File: config.mk
export PLATFORM = sky130hd
export DESIGN_NAME = general_register_file_flat
export DESIGN_NICKNAME = d
export VERILOG_FILES = /design/src/rtl/general_register_file_if.sv /design/src/rtl/general_register_file.sv /design/src/flat_wrapper.sv
export SDC_FILE = /design/constraint.sdc
export NUM_CORES = 1
export LEC_CHECK = 0
export ABC_CLOCK_PERIOD_IN_PS = 14700
export CAP_MARGIN = 10
export CORE_MARGIN = 2
export CORE_UTILIZATION = 61
export CTS_CLUSTER_DIAMETER = 30
export CTS_CLUSTER_SIZE = 30
export DETAILED_ROUTE_END_ITERATION = 12
export PLACE_DENSITY = 0.81
export SKIP_CTS_REPAIR_TIMING = 1
export SLEW_MARGIN = 15
export SYNTH_ARGS = -nofsm -noshare
export SYNTH_HDL_FRONTEND = slang
export SYNTH_SLANG_ARGS = --single-unit
File: constraint.sdc
create_clock -name clk_i -period 14.7 [get_ports clk_i]
set_clock_uncertainty 0.2 [all_clocks]
set_input_delay 3.675 -clock clk_i [delete_from_list [all_inputs] [get_ports clk_i]]
set_output_delay 3.675 -clock clk_i [all_outputs]
set_load 0.02 [all_outputs]
File: src/rtl/general_register_file_if.sv
// ---------------------------------------------------------------------------
// general_register_file_if
//   Bus between the register file and whoever drives it (controller / ALU
//   path). Carries write data, function/select controls and the two
//   combinational read ports.
//   master : drives i_data, fun_sel, reg_sel, scr_sel, out_a_sel, out_b_sel;
//            receives out_a, out_b
//   slave  : the register file itself
// ---------------------------------------------------------------------------
interface general_register_file_if #(
  parameter int WIDTH = 16
);
  logic [WIDTH-1:0] i_data;     // write data (ALUOut or memory/IR path)
  logic [2:0]       fun_sel;    // function applied to every enabled register
  logic [3:0]       reg_sel;    // write enables R1..R4 (bit0 = R1)
  logic [3:0]       scr_sel;    // write enables S1..S4 (bit0 = S1)
  logic [2:0]       out_a_sel;  // 0-3 = R1-R4, 4-7 = S1-S4
  logic [2:0]       out_b_sel;
  logic [WIDTH-1:0] out_a;      // ALU operand A
  logic [WIDTH-1:0] out_b;      // ALU operand B

  modport master (
    output i_data, fun_sel, reg_sel, scr_sel, out_a_sel, out_b_sel,
    input  out_a, out_b
  );

  modport slave (
    input  i_data, fun_sel, reg_sel, scr_sel, out_a_sel, out_b_sel,
    output out_a, out_b
  );
endinterface

File: src/rtl/general_register_file.sv
// ---------------------------------------------------------------------------
// general_register_file
//   Four general (R1-R4) and four scratch (S1-S4) registers feeding the ALU.
//   Every register whose enable bit is set applies the same function on the
//   rising clock edge; unselected registers hold. Reads are a purely
//   combinational mux with no write-through bypass.
//   Ports:
//     clk_i  : clock, all updates on posedge
//     rst_i  : asynchronous active-high reset, loads RESET_VALUE everywhere
//     rf_if  : slave side of general_register_file_if (data, selects, OutA/B)
// ---------------------------------------------------------------------------
module general_register_file #(
  parameter int               WIDTH       = 16,
  parameter logic [WIDTH-1:0] RESET_VALUE = '0
) (
  input  logic                  clk_i,
  input  logic                  rst_i,
  general_register_file_if.slave rf_if
);

  typedef enum logic [2:0] {
    FUN_DEC   = 3'b000,
    FUN_INC   = 3'b001,
    FUN_LOAD  = 3'b010,
    FUN_CLEAR = 3'b011,
    FUN_LDLZ  = 3'b100,
    FUN_LDL   = 3'b101,
    FUN_LDH   = 3'b110,
    FUN_LDSX  = 3'b111
  } fun_e;

  localparam logic [WIDTH-1:0] LOW_MASK = WIDTH'(8'hFF);

  logic [WIDTH-1:0] regs_q [8];
  logic [WIDTH-1:0] regs_d [8];
  logic [7:0]       wr_en;

  // Index order matches the read select encoding: 0-3 = R1-R4, 4-7 = S1-S4.
  assign wr_en = {rf_if.scr_sel, rf_if.reg_sel};

  function automatic logic [WIDTH-1:0] apply_fun(
    input fun_e             fun,
    input logic [WIDTH-1:0] q,
    input logic [WIDTH-1:0] din
  );
    logic [WIDTH-1:0] r;
    r = q;
    case (fun)
      FUN_DEC:   r = q - WIDTH'(1);   // wraps 0 -> all ones
      FUN_INC:   r = q + WIDTH'(1);   // wraps all ones -> 0
      FUN_LOAD:  r = din;
      FUN_CLEAR: r = '0;
      FUN_LDLZ:  r = WIDTH'(din[7:0]);
      FUN_LDL:   r = {q[WIDTH-1:8], din[7:0]};
      // Input low byte lands in the high byte; register low byte is kept.
      FUN_LDH:   r = (q & LOW_MASK) | (WIDTH'(din[7:0]) << 8);
      FUN_LDSX:  r = {{(WIDTH-8){din[7]}}, din[7:0]};
    endcase
    return r;
  endfunction

  always_comb begin
    for (int k = 0; k < 8; k++) begin
      regs_d[k] = regs_q[k];
      if (wr_en[k]) begin
        regs_d[k] = apply_fun(fun_e'(rf_if.fun_sel), regs_q[k], rf_if.i_data);
      end
    end
  end

  always_ff @(posedge clk_i or posedge rst_i) begin
    if (rst_i) begin
      for (int k = 0; k < 8; k++) begin
        regs_q[k] <= RESET_VALUE;
      end
    end else begin
      for (int k = 0; k < 8; k++) begin
        regs_q[k] <= regs_d[k];
      end
    end
  end

  // A 3-bit select indexes all 8 entries, so every code decodes.
  assign rf_if.out_a = regs_q[rf_if.out_a_sel];
  assign rf_if.out_b = regs_q[rf_if.out_b_sel];

endmodule

File: src/flat_wrapper.sv
// flat-port wrapper written by rule: the top's interface ports become plain ports
module general_register_file_flat 
#(
  parameter int               WIDTH       = 16,
  parameter logic [WIDTH-1:0] RESET_VALUE = '0
)
  (clk_i, rst_i, rf_if_i_data, rf_if_fun_sel, rf_if_reg_sel, rf_if_scr_sel, rf_if_out_a_sel, rf_if_out_b_sel, rf_if_out_a, rf_if_out_b);
  general_register_file_if #(.WIDTH(WIDTH)) rf_if_i ();
  input  logic clk_i;
  input  logic rst_i;
  input wire logic [$bits(rf_if_i.i_data)-1:0] rf_if_i_data;
  input wire logic [$bits(rf_if_i.fun_sel)-1:0] rf_if_fun_sel;
  input wire logic [$bits(rf_if_i.reg_sel)-1:0] rf_if_reg_sel;
  input wire logic [$bits(rf_if_i.scr_sel)-1:0] rf_if_scr_sel;
  input wire logic [$bits(rf_if_i.out_a_sel)-1:0] rf_if_out_a_sel;
  input wire logic [$bits(rf_if_i.out_b_sel)-1:0] rf_if_out_b_sel;
  output wire logic [$bits(rf_if_i.out_a)-1:0] rf_if_out_a;
  output wire logic [$bits(rf_if_i.out_b)-1:0] rf_if_out_b;
  assign rf_if_i.i_data = rf_if_i_data;
  assign rf_if_i.fun_sel = rf_if_fun_sel;
  assign rf_if_i.reg_sel = rf_if_reg_sel;
  assign rf_if_i.scr_sel = rf_if_scr_sel;
  assign rf_if_i.out_a_sel = rf_if_out_a_sel;
  assign rf_if_i.out_b_sel = rf_if_out_b_sel;
  assign rf_if_out_a = rf_if_i.out_a;
  assign rf_if_out_b = rf_if_i.out_b;
  general_register_file #(.WIDTH(WIDTH), .RESET_VALUE(RESET_VALUE)) u_core (.clk_i(clk_i), .rst_i(rst_i), .rf_if(rf_if_i));
endmodule
[Word-level counts from Yosys, hierarchy flattened]
Index checks and enable logic that the tools add are counted.
Word-level totals
  register bits after elaboration: 128
  latch bits: 0
  memory bits (writable): 0
  memory bits (read-only): 0
  input port bits: 35
  output and inout bits: 32
  logic and storage cells: 75
  memories: 0
Cells by class
  add/sub/neg operators: 16
  multiply operators: 0
  div/mod/pow operators: 0
  order comparisons: 2
  eq/ne operators: 7
  shifts and indexed selects: 0
  mux-type cells: 14
  bitwise gates (word level): 11
  reductions and logical operators: 9
Operators by type and width (count)
  16-bit case mux with 8 select lines: 8
  16-bit by 1-bit adder with 16-bit output (second input constant): 8
  8-bit by 16-bit OR with 16-bit output: 8
  16-bit by 1-bit subtractor with 16-bit output (second input constant): 8
  16-bit binary-select mux with 3-bit select: 2
  16-bit 2-to-1 mux: 4
  2-bit AND reduction: 8
  3-bit == test (second input constant): 4
  4-bit >= comparator (second input constant): 2
  3-bit inverter with 4-bit output: 2
  3-bit by 2-bit == test with 1-bit output (second input constant): 2
  3-bit by 1-bit == test with 1-bit output (second input constant): 1
  3-bit logical NOT: 1
  1-bit inverter: 1

[Longest topological paths before layout]
Gate-level depths: netlist (run 1).
  depth in word-level cells: 4
  depth in mapped cells: 13
  depth with buffers taken out: 12

[Least setup slack after synthesis (run 1)]
No wires, ideal clock.
  path type: in2reg
  start point: in rf_if_fun_sel[2]
  end point: reg u_core.regs_q[110] in the netlist's numbering
  setup time: 0.126 ns
  data arrival time: 9.117 ns
  path slack: 5.257 ns
  cell stages on the path: 13
  path buffers: 1
  cells stage by stage: clkbuf_1 nor2_1 nand2_1 inv_1 fa_1 nand3b_1 a21boi_1 o21ai_1 a21oi_1 a221o_1 a21o_1 nor2_1 o32a_1
On the way
  longest elaborated chain between the ends: 3
  elaborated cells between the ends (all ways): 11
RTL lines
  start: declaration: RTL line flat_wrapper.sv:12  | input wire logic [$bits(rf_if_i.fun_sel)-1:0] rf_if_fun_sel;
  parallel branches: the longest is 3 deep, another holds 16-bit case mux with 8 select lines
  end signal: indexed assignment: RTL line general_register_file.sv:78  | regs_q[k] <= regs_d[k];
  end: declaration: RTL line general_register_file.sv:34  | logic [WIDTH-1:0] regs_q [8];
Several ways; the timed one is not identified.
A chain may end at the register's enable or synchronous reset.

[Worst setup path after layout (run 1)]
  start point: in rf_if_out_b_sel[0]
  end point: out rf_if_out_b[8]
On the way
  longest elaborated chain between the ends: 4
RTL lines
  start: declaration: RTL line flat_wrapper.sv:16  | input wire logic [$bits(rf_if_i.out_b_sel)-1:0] rf_if_out_b_sel;
  3-bit inverter with 4-bit output (implied by the code): RTL line general_register_file.sv:85  | assign rf_if.out_b = regs_q[rf_if.out_b_sel];
  16-bit binary-select mux with 3-bit select: RTL line general_register_file.sv:85
  16-bit 2-to-1 mux (implied by the code) (2 in a row): RTL line general_register_file.sv:85
  end: declaration: RTL line flat_wrapper.sv:18  | output wire logic [$bits(rf_if_i.out_b)-1:0] rf_if_out_b;
No other way between the ends. The select of a mux whose other input is x is not followed.

==> metrics.txt, run 1 <==
status completed; Largest register FFs 128; clk_lat worst skew 440 ps; Initial Util 0.616; crit path DAT 5920 ps; clock transition at the registers of the reported paths 60 ps; wire per inst 24.6 µm; GR peak layer met2; prevailing post-synth register cell dfrtp_1; Final period util 0.667; most common cell in the netlist nand2_1; vias per inst 7.13; grt total ovfl 0; first-pass GRT wire length 65900 µm; critical path data required time 10820 ps; Top reg by flops u_core.regs_q; die outline area 22300 µm²; Post-Syn Area 12900 µm²; TritonRoute pass-1 iters 8; RSZ-0062 raised after global routing false; Setup crit start kind input pin; vias in the first global route 11728; Power Dens Cells 154 nW/µm²; min Tclk post-route 9800 ps; CTS Buf Count 17; Final Hold Viols 0; yosys synthesis warning count 0; Syn-to-layout area delta 11.3%; number of port buffers 66; Register Area 3200 µm²; Max Fclk 102 MHz; # Max-Cap Violations 0; CP bufs+invs 2; post-route ant nets 0; Max stage delay cell, worst path buf_2; slowest stage delay, CP 750 ps; Die Y 149 µm; dpl hpwl 30400 µm; Die W 149 µm; met1 GRT Util 0.518; DRT Wirelength 42200 µm; # IOs 67; Unique masters post-synth 74; Finished Core Util 0.685; DRC viols 0; Rel. slew slack 0.223; Seq cells post-synth 128; Row Count 53; Total Routing Usage GR 0.388; nets@finish 1593; placed cell count 1681; Syn Inst Count 1396; initial antenna violation count 1; CTS H-Tree Depth 4; CTS tree done; Largest delay share family, worst path buffers and inverters; grt met3 use 0.0856; Placer Congestion 0.962; TNS Setup 0 ps; max-slew violations 0; total power 2.21 mW; Avg Synthesized Cell Area 9.21 µm²; M2 GR Usage 0.598; pre-CTS setup slack 4890 ps; Root Buffer clkbuf_16; pin count of the biggest net entering global routing 85; Fill cells 1663; Final setup violation count 0; CP cell instances buf_2 -> mux4_2 -> mux2_2 -> clkdlybuf4s50_1; Synthesized Nets 1564; top-area cell type share of the netlist area 0.249; final worst setup slack 4900 ps; DR iter-0 viols 1612; Post-synth EDFFs 0; via count 12214; Seq/Total Area, Yosys 0.249; maximum VDD drop 84.7 µV; worst-margin pin slew 1160 ps; leakage power total 6.13 nW; worst hold path type register to register; CP Max Fanout 32; share of post-route cells with drive strength above 1 0.104; Regs by FF count u_core.regs_q x128; crit path kind input pin to output pin; ys async rst share 1.00; leading area contributor after synthesis dfrtp_1; Layout Cells excl Fill 1714; worst-case clock buffer depth 2; Synth top cells by count nand2_1, o21ai_0, dfrtp_1; Area contributors post-synth dfrtp_1, ha_1, mux4_2; area of the multi-input gates 9280 µm²; Sink Count 128; core area 20900 µm²; Worst setup EP type output pin
[power by group]
| part | internal [mW] | total [mW] | switching [mW] |
|---|---|---|---|
| Combinational | 0.550 | 1.17 | 0.616 |
| Sequential | 0.433 | 0.578 | 0.145 |
| Clock | 0.286 | 0.462 | 0.176 |
| Total | 1.27 | 2.21 | 0.937 |
[kinds of logic after synthesis]
logic type,count (synthesis),share of synthesized area
fa+ha+maj,133,0.134
mux,99,0.142
buf+inv,104,0.0310
flops,128,0.249
compound gates,536,0.276
simple gates,307,0.107
xor+xnor,89,0.0606
[final cells by class]
cell class / instances / area share
timing repair buffer: 72 / 0.0479
sequential: 128 / 0.224
inverter: 42 / 0.0114
clock buffer: 21 / 0.0336
multi-input combinational: 1164 / 0.649
antenna: 1 / 0.000175
clock inverter: 11 / 0.0107
tap: 275 / 0.0240
[stage by stage]
step	instance area, µm²	hold slack, ps
floorplan	12900	289
global placement	13700	314
detailed placement	13700	326
CTS	14300	340
global route	14300	352
finish	14300	340
[placed cells by master, fill, tap and decap left out, drive strengths merged, types with 19 or more instances in the layout]
cell type,instances
a22o,52
mux2,30
inv,43
nor2,56
ha,125
clkbuf,21
clkdlybuf4s50,62
a21o,48
o21ai,155
nand2b,22
nand2,153
dfrtp,128
mux4,64
a21oi,113
o21a,20
a211oi,19
xor2,43
xnor2,46
[worst reg2reg max path: stages (launching register included)]
cell      delay (ps)
dfrtp_1          460
fa_1             500
a211oi_1         400
o21ai_1          210
a41oi_1          420
o21ai_1          170
a21o_1           220
a211oi_1         230
a31o_1           140
a21oi_1           60
[per-layer routing]
metal / routed length, µm / share of wire / vias to the layer above
met1: 16600 / 0.39 / 5817
met3: 4730 / 0.11 / 173
met5: 0 / 0 / -
li1: - / - / 5413
met2: 18500 / 0.44 / 811
met4: 2410 / 0.057 / 0
[final timing paths]
path,startpoint,to,slack (ps),cells past startpoint
max,rf_if_out_b_sel[0],rf_if_out_b[8],4900,4
min,u_core.regs_q[113]$_DFFE_PP0P_,u_core.regs_q[113]$_DFFE_PP0P_,340,1
max reg2reg,u_core.regs_q[32]$_DFFE_PP0P_,u_core.regs_q[46]$_DFFE_PP0P_,11560,9
min reg2reg,u_core.regs_q[113]$_DFFE_PP0P_,u_core.regs_q[113]$_DFFE_PP0P_,340,1
max in group asynchronous,rst_i,u_core.regs_q[42]$_DFFE_PP0P_,9510,3
min in group asynchronous,rst_i,u_core.regs_q[99]$_DFFE_PP0P_,3570,2
(Power assumes the default switching activity.)
==> inputs of run 2 (changes only) <==
ABC_CLOCK_PERIOD_IN_PS = 9400   (was 14700)
clock period = 9.4 ns   (was 14.7 ns; I/O delays follow)
==> metrics.txt, run 2 (synthesis results as in run 1) <==
initial antenna violation count 2 (+1); core area 20900 µm² (unchanged); die outline area 22300 µm² (unchanged); Die W 149 µm (unchanged); Sink Count 128 (unchanged); Die Y 149 µm (unchanged); Final period util 0.762; RSZ-0062 raised after global routing false; Rel. slew slack 0.273 (+0.0502); Placement Cell Area 13700 µm² (+0.12%); CTS H-Tree Depth 4 (unchanged); Register Area 3200 µm² (unchanged); min Tclk post-route 7160 ps; post-route design area 14300 µm² (unchanged); Total Routing Usage GR 0.387 (-0.00102); Largest register FFs 128 (unchanged); Final setup violation count 0 (unchanged); worst-margin pin slew 1090 ps (-75.0 ps); commonest non-fill, non-tap cell in the layout nand2_1; TritonRoute pass-1 iters 5 (-3); Switching Share 0.427 (+0.00227); Setup crit start kind input pin; Row Count 53 (unchanged); sequential share of power 0.263 (about the same); DRC viols 0 (unchanged); # Max-Cap Violations 0 (unchanged); Regs by FF count u_core.regs_q x128; clock transition at the registers of the reported paths 60 ps (about the same); vias per inst 7.18 (+0.82%); critical path data required time 6850 ps (-3970 ps); leakage power total 6.14 nW (+0.23%); grt total ovfl 0 (unchanged); # IOs 67 (unchanged); worst-case clock buffer depth 2 (unchanged); post-route ant nets 0 (unchanged); sw power 1.47 mW (+57%); via count 12343 (+1.1%); Syn-to-layout area delta 11.3% (unchanged); maximum VDD drop 138 µV (+63%); dpl hpwl 30400 µm (about the same); share of post-route cells with drive strength above 1 0.105 (+0.00117); Power Dens Cells 240 nW/µm² (+56%); worst hold path type register to register; most frequent cells in the layout nand2_1, o21ai_0, dfrtp_1; crit path DAT 4610 ps (-1310 ps); status completed; CTS tree done; area of the multi-input gates 9280 µm² (about the same); clk_lat worst skew 440 ps (about the same); pin count of the biggest net entering global routing 71 (-16%); Max Fclk 140 MHz; Worst setup EP type output pin; Initial Util 0.616 (unchanged); Final Hold Viols 0 (unchanged); vias in the first global route 11722 (-0.051%); Fill cells 1677 (+0.84%); Top reg by flops u_core.regs_q; DR iter-0 viols 1582 (-1.9%); CP Max Fanout 19 (-41%); TNS Setup 0 ps (unchanged); Worst Hold Margin 337 ps (-3.06 ps); Comb pwr share 0.531 (+0.003); DRT Wirelength 42300 µm (about the same); nets@finish 1596 (+0.19%); Placer Congestion 0.957 (-0.49%); max-slew violations 0 (unchanged); first-pass GRT wire length 65800 µm (about the same); CTS Buf Count 17 (unchanged); crit path kind input pin to output pin; clock network fraction of total power 0.207 (-0.003); wire per inst 24.6 µm (-0.16%); Pint 1.97 mW (+55%); Root Buffer clkbuf_16; number of port buffers 66 (unchanged)
## run 2: cell count changes in the layout (fill, tap and decap cells not counted), sizes merged
cell,previous run,this run
inv,43,42
buf,10,13
clkinv,1,6
diode,1,2
clkinvlp,6,4
clkbuf,21,19
## run 2: routing by layer
| layer | track usage | routed length, µm | share of wire |
|---|---|---|---|
| met1 | 0.521 | 16700 | 0.39 |
| met2 | 0.597 | 18600 | 0.44 |
| met3 | 0.0826 | 4640 | 0.11 |
| met4 | 0.185 | 2300 | 0.054 |
| met5 | 0 | 0 | 0 |
## run 2: layout make-up
class | instances | share of cell area
tap | 275 | 0.0240
timing repair buffer | 75 | 0.0495
clock inverter | 13 | 0.0113
antenna | 2 | 0.000350
multi-input combinational | 1164 | 0.648
clock buffer | 19 | 0.0316
sequential | 128 | 0.224
inverter | 42 | 0.0114
## run 2: power groups by stage
stage / combinational (mW) / sequential [mW] / clock (mW)
6_report: 1.82 / 0.903 / 0.711
5_1_grt: 1.99 / 0.905 / 0.731
4_1_cts: 1.79 / 0.885 / 0.708
3_5_place_dp: 1.77 / 0.892 / 0
3_3_place_gp: 1.72 / 0.885 / 0
2_1_floorplan: 1.39 / 0.789 / 0
## run 2: metrics by stage
stage / total power, mW / worst slack [ps] / util / cells
after global routing: 3.63 / 2110 / 0.685 / 1717
after global placement: 2.60 / 2260 / 0.656 / 1684
after CTS: 3.39 / 2230 / 0.685 / 1716
after detailed placement: 2.66 / 2250 / 0.656 / 1684
final: 3.44 / 2240 / 0.685 / 1718
after floorplan: 2.18 / 1280 / - / 1396
## run 2: worst paths after layout
check                                                from                             end  slack [ps]  depth (start not counted)
min                        u_core.regs_q[113]$_DFFE_PP0P_  u_core.regs_q[113]$_DFFE_PP0P_         340                          1
max                                    rf_if_out_b_sel[0]                 rf_if_out_b[10]        2240                          5
max reg2reg                 u_core.regs_q[32]$_DFFE_PP0P_   u_core.regs_q[46]$_DFFE_PP0P_        6320                          9
min in group asynchronous                           rst_i  u_core.regs_q[100]$_DFFE_PP0P_        2140                          2
max in group asynchronous                           rst_i    u_core.regs_q[6]$_DFFE_PP0P_        5460                          3
min reg2reg                u_core.regs_q[113]$_DFFE_PP0P_  u_core.regs_q[113]$_DFFE_PP0P_         340                          1
## run 2: critical path: stages
cell	delay [ps]
buf_2	500
buf_4	380
mux4_2	540
mux2_2	280
clkdlybuf4s50_1	540
